$ cat src/rtl/cardinal_nic.sv
// Single-slot NIC between the CPU's NIC port and one ring-router node.
// Define NIC_POLARITY_CHECK_EN to hold outbound packets until the router VC polarity matches.
module cardinal_nic #(
    parameter int DATA_WIDTH = 64,
    parameter int ADDR_WIDTH = 2
) (
    input  logic                  clk,
    input  logic                  reset,
    input  logic [0:ADDR_WIDTH-1] addr,
    input  logic [0:DATA_WIDTH-1] d_in,
    output logic [0:DATA_WIDTH-1] d_out,
    input  logic                  nicEn,
    input  logic                  nicWrEn,
    input  logic                  net_si,
    output logic                  net_ri,
    input  logic [0:DATA_WIDTH-1] net_di,
    output logic                  net_so,
    input  logic                  net_ro,
    output logic [0:DATA_WIDTH-1] net_do,
    input  logic                  net_polarity
);

    localparam logic [0:ADDR_WIDTH-1] ADDR_IN_BUF  = ADDR_WIDTH'(0);
    localparam logic [0:ADDR_WIDTH-1] ADDR_IN_STS  = ADDR_WIDTH'(1);
    localparam logic [0:ADDR_WIDTH-1] ADDR_OUT_BUF = ADDR_WIDTH'(2);
    localparam logic [0:ADDR_WIDTH-1] ADDR_OUT_STS = ADDR_WIDTH'(3);

    logic [0:DATA_WIDTH-1] in_buf_q,  in_buf_d;
    logic [0:DATA_WIDTH-1] out_buf_q, out_buf_d;
    logic                  in_full_q, in_full_d;
    logic                  out_full_q, out_full_d;

    logic rd_en, wr_en, in_push, in_pop, out_push, inject_ok;

`ifdef NIC_POLARITY_CHECK_EN
    assign inject_ok = (out_buf_q[0] == net_polarity);
`else
    logic unused_polarity;
    assign unused_polarity = net_polarity;
    assign inject_ok       = 1'b1;
`endif

    assign rd_en    = nicEn & ~nicWrEn;
    assign wr_en    = nicEn & nicWrEn;

    assign net_ri   = ~in_full_q;
    assign net_so   = out_full_q & net_ro & inject_ok;
    assign net_do   = out_buf_q;

    // All status decisions use pre-edge flags, so a pop/send never frees a slot for the same cycle.
    assign in_push  = net_si & ~in_full_q;
    assign in_pop   = rd_en & (addr == ADDR_IN_BUF) & in_full_q;
    assign out_push = wr_en & (addr == ADDR_OUT_BUF) & ~out_full_q;

    always_comb begin
        d_out = '0;
        if (rd_en) begin
            unique case (addr)
                ADDR_IN_BUF:  d_out = in_buf_q;
                ADDR_IN_STS:  d_out = {{(DATA_WIDTH-1){1'b0}}, in_full_q};
                ADDR_OUT_BUF: d_out = out_buf_q;
                ADDR_OUT_STS: d_out = {{(DATA_WIDTH-1){1'b0}}, out_full_q};
                default:      d_out = '0;
            endcase
        end
    end

    always_comb begin
        in_buf_d   = in_buf_q;
        in_full_d  = in_full_q;
        out_buf_d  = out_buf_q;
        out_full_d = out_full_q;

        if (in_push) begin
            in_buf_d  = net_di;
            in_full_d = 1'b1;
        end else if (in_pop) begin
            in_full_d = 1'b0;
        end

        // out_buf is kept after a send; only the full flag drops.
        if (out_push) begin
            out_buf_d  = d_in;
            out_full_d = 1'b1;
        end else if (net_so) begin
            out_full_d = 1'b0;
        end
    end

    always_ff @(posedge clk or negedge reset) begin
        if (!reset) begin
            in_buf_q   <= '0;
            in_full_q  <= 1'b0;
            out_buf_q  <= '0;
            out_full_q <= 1'b0;
        end else begin
            in_buf_q   <= in_buf_d;
            in_full_q  <= in_full_d;
            out_buf_q  <= out_buf_d;
            out_full_q <= out_full_d;
        end
    end

endmodule

$ cat config.mk
export PLATFORM = sky130hd
export DESIGN_NAME = cardinal_nic
export DESIGN_NICKNAME = d
export VERILOG_FILES = /design/src/rtl/cardinal_nic.sv
export SDC_FILE = /design/constraint.sdc
export NUM_CORES = 1
export LEC_CHECK = 0
export BUFFER_PORTS_ARGS = -buffer_cell sky130_fd_sc_hd__buf_2
export CAP_MARGIN = 40
export CORE_ASPECT_RATIO = 0.5
export CORE_MARGIN = 10
export CORE_UTILIZATION = 40
export DETAILED_ROUTE_END_ITERATION = 8
export PLACE_DENSITY = 0.75
export SLEW_MARGIN = 0
export SYNTH_ARGS = -nofsm -noshare
export SYNTH_HDL_FRONTEND = slang
export SYNTH_SLANG_ARGS = --single-unit
$ cat constraint.sdc
create_clock -name clk -period 2.1 [get_ports clk]
set_input_delay 0.42 -clock clk [delete_from_list [all_inputs] [get_ports clk]]
set_output_delay 0.42 -clock clk [all_outputs]
set_load 0.01 [all_outputs]
==> results of run 1 <==
flip-flops by register name (all words and copies together) (netlist names):
name / count
out_full_q: 1
in_buf_q: 64
net_do: 64
in_full_q: 1
through the flow:
step                      util, %  total power [mW]  setup WS, ns  cells
after global placement      52.65             6.138       0.08115    786
after detailed placement    52.65             6.269       0.08793    786
after floorplan                 -             5.288        0.3398    361
final                       56.84             8.944       0.09032    818
after CTS                   56.84             9.074       0.08628    818
after global routing        56.84             9.453       0.01249    818
cells in the final DEF, fill, tap and decap left out, drive strengths merged:
master,netlist,final
dfrtp,130,130
mux2,128,128
mux4,1,1
clkinv,0,3
o21bai,1,1
a21o,1,1
buf,26,275
nand2,1,1
nor2,1,1
clkbuf,0,22
inv,2,2
nand2b,2,2
and2,1,1
bufinv,0,1
dlygate4sd3,0,1
a22o,63,63
nor3,2,2
clkinvlp,0,5
nor2b,2,2
worst max-delay path, stage by stage:
cell and delay, ns:
buf_2 0.11, nand2b_1 0.22, nor3_4 0.25, buf_12 0.26, a22o_1 0.18, buf_2 0.13
logic make-up after synthesis:
family	after synthesis	share of synthesized area (%)
DFF	130	59.00
muxes	129	26.55
AOI/OAI and AO/OA	65	10.28
buffers and inverters	28	3.109
and+or+nand+nor	9	1.066
synthesized netlist by cell type (all sizes together):
cell type,instances,area share (%)
a21o,1,0.14
o21bai,1,0.14
nor2b,2,0.23
mux4,1,0.41
dfrtp,130,59
nor2,1,0.068
nand2b,2,0.23
inv,2,0.14
nand2,1,0.068
nor3,2,0.36
buf,26,3.0
mux2,128,26
and2,1,0.11
a22o,63,10
layout make-up:
| type | instances | area (sq um) |
|---|---|---|
| clock buffers | 22 | 474.2 |
| clock inverters | 9 | 82.58 |
| fillers | 1122 | 5832 |
| inverters | 2 | 7.507 |
| multi-input cells | 203 | 2117 |
| flip-flops and latches | 130 | 3253 |
| well taps | 176 | 220.2 |
| repair buffers | 276 | 1526 |
where the power goes:
part	switching (mW)	leakage, nW	internal (mW)
combinational	0.909	2.02	1.26
clock	1.07	0.260	1.71
sequential	0.553	1.55	3.45
total	2.53	3.82	6.41
repair_timing:
| item | 4_1_cts | 5_1_grt |
|---|---|---|
| hold buffers | 1 | 0 |
| buffers inserted | 0 | 0 |
| endpoints found under the hold margin | 20 | 0 |
path summary, 6_finish.rpt:
kind / start / endpoint / slack [ns] / cells after the start
worst max register to register: out_full_q / net_do[51] / 0.62 / 3
max in group asynchronous: reset / in_buf_q[48] / 1.03 / 3
worst min-delay path: d_in[36] / net_do[36] / 0.23 / 2
worst max-delay path: nicWrEn / d_out[31] / 0.09 / 6
worst min register to register: net_do[38] / net_do[38] / 0.50 / 1
min in group asynchronous: reset / net_do[7] / 0.47 / 2
metal layers:
metal / up-vias / track usage (%) / share of wire (%)
met1: 2088 / 16.66 / 36
li1: 1877 / - / -
met5: - / 0 / 0
met4: 0 / 6.462 / 1.5
met2: 111 / 31.99 / 57
met3: 15 / 4.256 / 5.7
==> flow_summary_export.csv, run 1 <==
group,metric,value,unit
logic_synthesis,synthCells,361,
power_and_ir_drop,power.density,1164,nW/um^2
clocking,clkLatencyLatePin,0.40,ns
global_route,grt_antenna_before_repair,0,
finish,n_antenna_cell,0,
clocking,cts.sink_count,130,
place,place_area,7114,sq um
sta,drv_slew,0,
clocking,cts_buffer_depth,2,
finish,drive_above_1_share,60.44,%
power_and_ir_drop,p_leak,3.823,nW
die,io_pins,267,
global_route,grt_usage,16.45,%
global_route,gr-total-overflow,0,
logic_synthesis,syn_area,5514,sq um
sta,clock_skew,0.007802,ns
global_route,first_global_vias,4489,
global_route,grt_pass1_wl,24300,um
place,hpwl,12110,um
logic_synthesis,synth_nets,498,
die,die_y,103.0,um
die,die_w,186.0,um
run,cap_violations,0,
drt,drtIter0Drc,96,
sta,whs,0.2318,ns
clocking,cts-buffers-inserted,17,
die,initial_core_util,40.81,%
sta,timing.final.crit_share,95.70,%
sta,setup_viol,0,
place,place.gp.congestion,0.7720,
logic_synthesis,seq_area_frac_synth,59.00,%
global_route,grt_max_degree,56,
power_and_ir_drop,irDropWorstVdd,0.0004722,V
clocking,cts_resized,0,
drt,ant_nets,0,
logic_synthesis,synth_area_per_cell,15.27,sq um
logic_synthesis,ys_ff_latch,130,
clocking,htreeDepth,4,
sta,relSlewSlack,78.58,%
status,outcome,"finished clean",
die,row_count,30,
clocking,path_clk_slew,0.06,ns
die,die_area,19170,sq um
worst_setup_path,end_kind,"output port",
place,port_buffers,265,
sta,fmax,0.4976,GHz
die,core,13510,sq um
logic_synthesis,ys_warn_count,0,
worst_setup_path,start_kind,"input port",
sta,hold_viol,0,
drt,viasPerCell,5.001,
worst_setup_path,crit_fanout,38,
sta,rsz0062_at_grt,"no",
logic_synthesis,yosysUniqueCellTypes,17,
hold_path,holdCritPathClass,"in -> reg",
sta,worstMarginPinSlew,0.3213,ns
sta,min_period,2.010,ns
worst_setup_path,required,1.68,ns
clocking,cts_tree,"built",
sta,fin_tns_setup,0,ns
drt,dr_total_vias,4091,
drt,first_pass_iters,4,
finish,finalNetCount,767,
worst_setup_path,critical_path_class,"in -> out",
finish,synthToLayoutAreaGrowth,39.30,%
drt,drc,0,
worst_setup_path,crit_arrival,1.59,ns
clocking,cts_root_buffer,"clkbuf_16",
drt,wl_per_cell,19.55,um
finish,fin_area,7681,sq um
drt,wl,15990,um
Power figures use the tool's default switching activity.
==> run 2, diff against run 1 <==
REMOVE_ABC_BUFFERS = 1   (was not set)
==> run 2 against run 1 <==
- core utilization up 0.78 points
- wire length increased by 9.1%
- power rose by 2.1%
- fmax decreased by 0.61%
- clock-buffer cell count up 4
- worst hold slack is essentially flat
- critical path depth rose by 1
- register-to-register slack got worse by 0.05 ns
==> flow_summary_export.csv, run 2 (same netlist as run 1, synthesis figures left out) <==
group,metric,value,unit
sta,clock_skew,0.008167,ns
global_route,grt_max_degree,66,
die,io_pins,267,
drt,drc,0,
global_route,gr-total-overflow,0,
finish,finalNetCount,771,
place,port_buffers,265,
sta,setup_viol,0,
die,row_count,30,
power_and_ir_drop,pwr-share-clk,31.7,%
global_route,first_global_vias,4530,
finish,final_cells,822,
finish,n_antenna_cell,0,
sta,whs,0.2322,ns
drt,ant_nets,0,
finish,layout_commonest_cell,"buf_2",
drt,wl_per_cell,21.23,um
drt,viasPerCell,5.085,
clocking,cts_buffer_depth,2,
sta,rsz0062_at_grt,"no",
worst_setup_path,crit_arrival,1.60,ns
sta,setup_ws,0.07805,ns
sta,worstMarginPinSlew,0.4372,ns
finish,layout_common_cells,"buf_2, dfrtp_1, mux2_2",
power_and_ir_drop,p_int,6.575,mW
power_and_ir_drop,p_leak,3.886,nW
clocking,cts_tree,"built",
clocking,htreeDepth,4,
die,die_w,186.0,um
global_route,grt_antenna_before_repair,0,
worst_setup_path,start_kind,"input port",
sta,fin_tns_setup,0,ns
place,hpwl,12770,um
clocking,clkLatencyLatePin,0.40,ns
worst_setup_path,path_buf_inv,4,
power_and_ir_drop,combPwrFrac,24.2,%
finish,drive_above_1_share,60.37,%
worst_setup_path,crit_fanout,18,
drt,wl,17450,um
power_and_ir_drop,sequentialPowerShare,44.1,%
worst_setup_path,end_kind,"output port",
die,core,13510,sq um
clocking,cts_root_buffer,"clkbuf_16",
power_and_ir_drop,irDropWorstVdd,0.0004994,V
worst_setup_path,critical_path_class,"in -> out",
worst_setup_path,required,1.68,ns
worst_setup_path,crit_path_max_incr_delay,0.22,ns
global_route,grt_pass1_wl,25020,um
clocking,cts-buffers-inserted,17,
clocking,path_clk_slew,0.06,ns
place,place_ws,0.07220,ns
die,die_area,19170,sq um
power_and_ir_drop,p_sw_share,27.97,%
drt,dr_total_vias,4180,
die,initial_core_util,40.81,%
sta,drv_slew,0,
sta,min_period,2.022,ns
run,cap_violations,0,
place,dpl.cell_count,787,
global_route,grt_usage,17.22,%
worst_setup_path,cp_cell_sequence,"buf_2 > nand2b_2 > nor3_4 > buf_12 > buf_12 > a22o_1 > buf_2",
power_and_ir_drop,switchingPower,2.554,mW
power_and_ir_drop,p_total,9.129,mW
drt,drtIter0Drc,153,
power_and_ir_drop,power.density,1172,nW/um^2
worst_setup_path,critPathTopFamily,"buffers and inverters",
place,place.gp.congestion,0.7445,
sta,fmax,0.4946,GHz
status,outcome,"finished clean",
finish,synthToLayoutAreaGrowth,41.21,%
sta,hold_viol,0,
hold_path,holdCritPathClass,"in -> reg",
drt,first_pass_iters,4,
clocking,cts.sink_count,130,
die,die_y,103.0,um
sta,timing.final.crit_share,96.28,%
sta,relSlewSlack,70.85,%
worst_setup_path,crit_slowest_cell,"nand2b_2",
## run 2: final timing paths
path,cells after the start,end,slack [ns],start
min in group asynchronous,2,in_buf_q[42],0.51,reset
worst min register to register,1,in_buf_q[63],0.50,in_buf_q[63]
max in group asynchronous,3,in_buf_q[21],0.95,reset
worst min-delay path,2,net_do[31],0.23,d_in[31]
worst max-delay path,7,d_out[39],0.08,nicWrEn
worst max register to register,3,net_do[60],0.57,out_full_q
## run 2: stage by stage
step | utilization [%] | area (sq um)
after floorplan | - | 5350
after global placement | 52.70 | 7122
after detailed placement | 52.70 | 7122
after CTS | 57.03 | 7706
after global routing | 57.62 | 7786
final | 57.62 | 7786
## run 2: power groups by stage
stage / registers [mW] / clock network, mW / logic, mW
after detailed placement: 4.08 / 0 / 2.23
after global placement: 4.00 / 0 / 2.15
final: 4.03 / 2.89 / 2.21
after floorplan: 4.04 / 0 / 1.25
after global routing: 4.14 / 3.06 / 2.38
after CTS: 4.04 / 2.95 / 2.24
## run 2: worst reg2reg max path, delay by kind of cell, from the launching register on
| kind | cells | cell delay [ns] |
|---|---|---|
| AND/OR/NAND/NOR | 1 | 0.31 |
| buffers and inverters | 1 | 0.27 |
| flip-flops | 1 | 0.43 |
| multiplexers | 1 | 0.41 |
## run 2: timing repair
item                                   4_1_cts  5_1_grt
gates resized for setup                      0        2
hold buffers                                 1        0
setup buffers                                0        1
setup endpoints to repair                    0        6
endpoints found under the hold margin       26        0
## run 2: area by class of cell
| class | count | area [sq um] |
|---|---|---|
| multi-input combinational | 203 | 2120 |
| tap | 176 | 220.2 |
| inverter | 2 | 7.507 |
| sequential | 130 | 3253 |
| timing repair buffer | 280 | 1612 |
| clock inverter | 5 | 75.07 |
| clock buffer | 26 | 499.2 |
| fill | 1113 | 5727 |
## run 2: per-layer routing
| layer | vias up | share of wire, % | GRT usage [%] |
|---|---|---|---|
| li1 | 1907 | - | - |
| met1 | 2163 | 36 | 17.22 |
| met2 | 89 | 59 | 34.84 |
| met3 | 21 | 3.4 | 3.306 |
| met4 | 0 | 1.8 | 6.400 |
| met5 | - | 0 | 0 |
==> run 3, diff against run 2 <==
CTS_BUF_LIST = sky130_fd_sc_hd__clkbuf_16   (was not set)
==> run 3 against run 2 <==
- worst hold slack about the same
- wire length down 0.14%
- clock power shrank 6%
- clock skew about the same
- worst setup slack is essentially flat
- register-to-register slack barely moved
- first-iteration DRC count up 15%
- critical path depth did not move
- fmax hardly changed
- core utilization is 0.30 points lower
- non-clock buffer count unchanged
- critical path type unchanged
- largest power group unchanged
==> flow_summary_export.csv, run 3 (same netlist as run 1, synthesis figures left out) <==
group,metric,value,unit
finish,utilization,57.32,%
finish,final_cells,822,
finish,drive_above_1_share,59.75,%
clocking,path_clk_slew,0.06,ns
die,die_y,103.0,um
clocking,htreeDepth,4,
sta,hold_viol,0,
finish,n_antenna_cell,0,
finish,layout_commonest_cell,"buf_2",
worst_setup_path,critPathTopFamily,"buffers and inverters",
global_route,grt_usage,17.21,%
worst_setup_path,cp_cell_sequence,"buf_2 > nand2b_2 > nor3_4 > buf_12 > buf_12 > a22o_1 > buf_2",
worst_setup_path,crit_fanout,18,
place,place.gp.congestion,0.7445,
worst_setup_path,start_kind,"input port",
finish,layout_common_cells,"buf_2, dfrtp_1, mux2_2",
sta,fin_tns_setup,0,ns
drt,wl_per_cell,21.20,um
die,row_count,30,
worst_setup_path,crit_arrival,1.60,ns
sta,timing.final.crit_share,96.27,%
worst_setup_path,critical_path_class,"in -> out",
drt,drc,0,
clocking,clkLatencyLatePin,0.40,ns
global_route,first_global_vias,4540,
place,hpwl,12770,um
worst_setup_path,end_kind,"output port",
place,place_area,7122,sq um
die,core,13510,sq um
finish,fin_area,7746,sq um
global_route,grt_max_degree,66,
power_and_ir_drop,power.density,1154,nW/um^2
worst_setup_path,required,1.68,ns
worst_setup_path,crit_path_max_incr_delay,0.22,ns
place,dpl.cell_count,787,
clocking,cts_tree,"built",
global_route,grt_pass1_wl,25010,um
worst_setup_path,path_buf_inv,4,
place,port_buffers,265,
sta,min_period,2.022,ns
sta,rsz0062_at_grt,"no",
die,initial_core_util,40.81,%
clocking,cts_buffer_depth,2,
worst_setup_path,crit_slowest_cell,"nand2b_2",
drt,dr_total_vias,4187,
sta,clock_skew,0.007730,ns
clocking,cts-buffers-inserted,17,
status,outcome,"finished clean",
sta,drv_slew,0,
drt,ant_nets,0,
drt,drtIter0Drc,176,
die,io_pins,267,
die,die_w,186.0,um
drt,viasPerCell,5.094,
clocking,cts.sink_count,130,
place,place_ws,0.07220,ns
power_and_ir_drop,irDropWorstVdd,0.0004983,V
clocking,cts_root_buffer,"clkbuf_16",
sta,worstMarginPinSlew,0.4347,ns
sta,setup_ws,0.07832,ns
finish,fillers,1110,
finish,synthToLayoutAreaGrowth,40.48,%
hold_path,holdCritPathClass,"in -> reg",
sta,setup_viol,0,
drt,first_pass_iters,4,
sta,fmax,0.4946,GHz
global_route,gr-total-overflow,0,
sta,relSlewSlack,71.02,%
finish,finalNetCount,771,
run,cap_violations,0,
die,die_area,19170,sq um
global_route,grt_antenna_before_repair,0,
drt,wl,17420,um
power_and_ir_drop,p_leak,3.884,nW
[run 3: cell count changes in the layout (fill, tap and decap cells not counted)]
cell / change
clkbuf_8: -4
inv_1: +5
clkinv_1: +4
clkbuf_1: -5
[run 3: layer usage]
| layer | part of all wire (%) | global-route usage, % | wire, um |
|---|---|---|---|
| met1 | 36 | 17.29 | 6286 |
| met4 | 1.7 | 6.400 | 304 |
| met5 | 0 | 0 | 0 |
| met3 | 3.5 | 3.201 | 606 |
| met2 | 59 | 34.78 | 10230 |
[run 3: where the power goes]
| group | switching [mW] | internal, mW |
|---|---|---|
| Sequential | 0.576 | 3.45 |
| Clock | 1.02 | 1.69 |
| Combinational | 0.944 | 1.26 |
| Total | 2.54 | 6.40 |
[run 3: layout make-up]
type                    count  area (sq um)  share of cell area, %
well taps                 176         220.2                  2.843
flip-flops and latches    130          3253                  42.00
repair buffers            280          1612                  20.80
multi-input cells         203          2120                  27.36
clock buffers              17         425.4                  5.492
clock inverters            14         108.9                  1.405
inverters                   2         7.507                0.09691
[run 3: worst paths after layout]
path / from / cells after the start / end / slack, ns
min: d_in[10] / 2 / net_do[10] / 0.23
min in group asynchronous: reset / 2 / in_buf_q[42] / 0.51
max: nicWrEn / 7 / d_out[38] / 0.08
max in group asynchronous: reset / 3 / in_buf_q[14] / 0.95
max reg2reg: out_full_q / 3 / net_do[60] / 0.57
min reg2reg: in_buf_q[63] / 1 / in_buf_q[63] / 0.50
[run 3: metrics by stage]
step,power [mW],hold WS (ns)
after global routing,9.405,0.2169
after floorplan,5.292,0.1244
final,8.940,0.2318
after global placement,6.150,0.3934
after detailed placement,6.305,0.3918
after CTS,9.049,0.2154
[run 3: repair_timing]
action,CTS,global route
hold endpoints to repair,26,0
hold buffers,1,0
resized for setup,0,2
setup endpoints to repair,0,6
buffers inserted,0,1
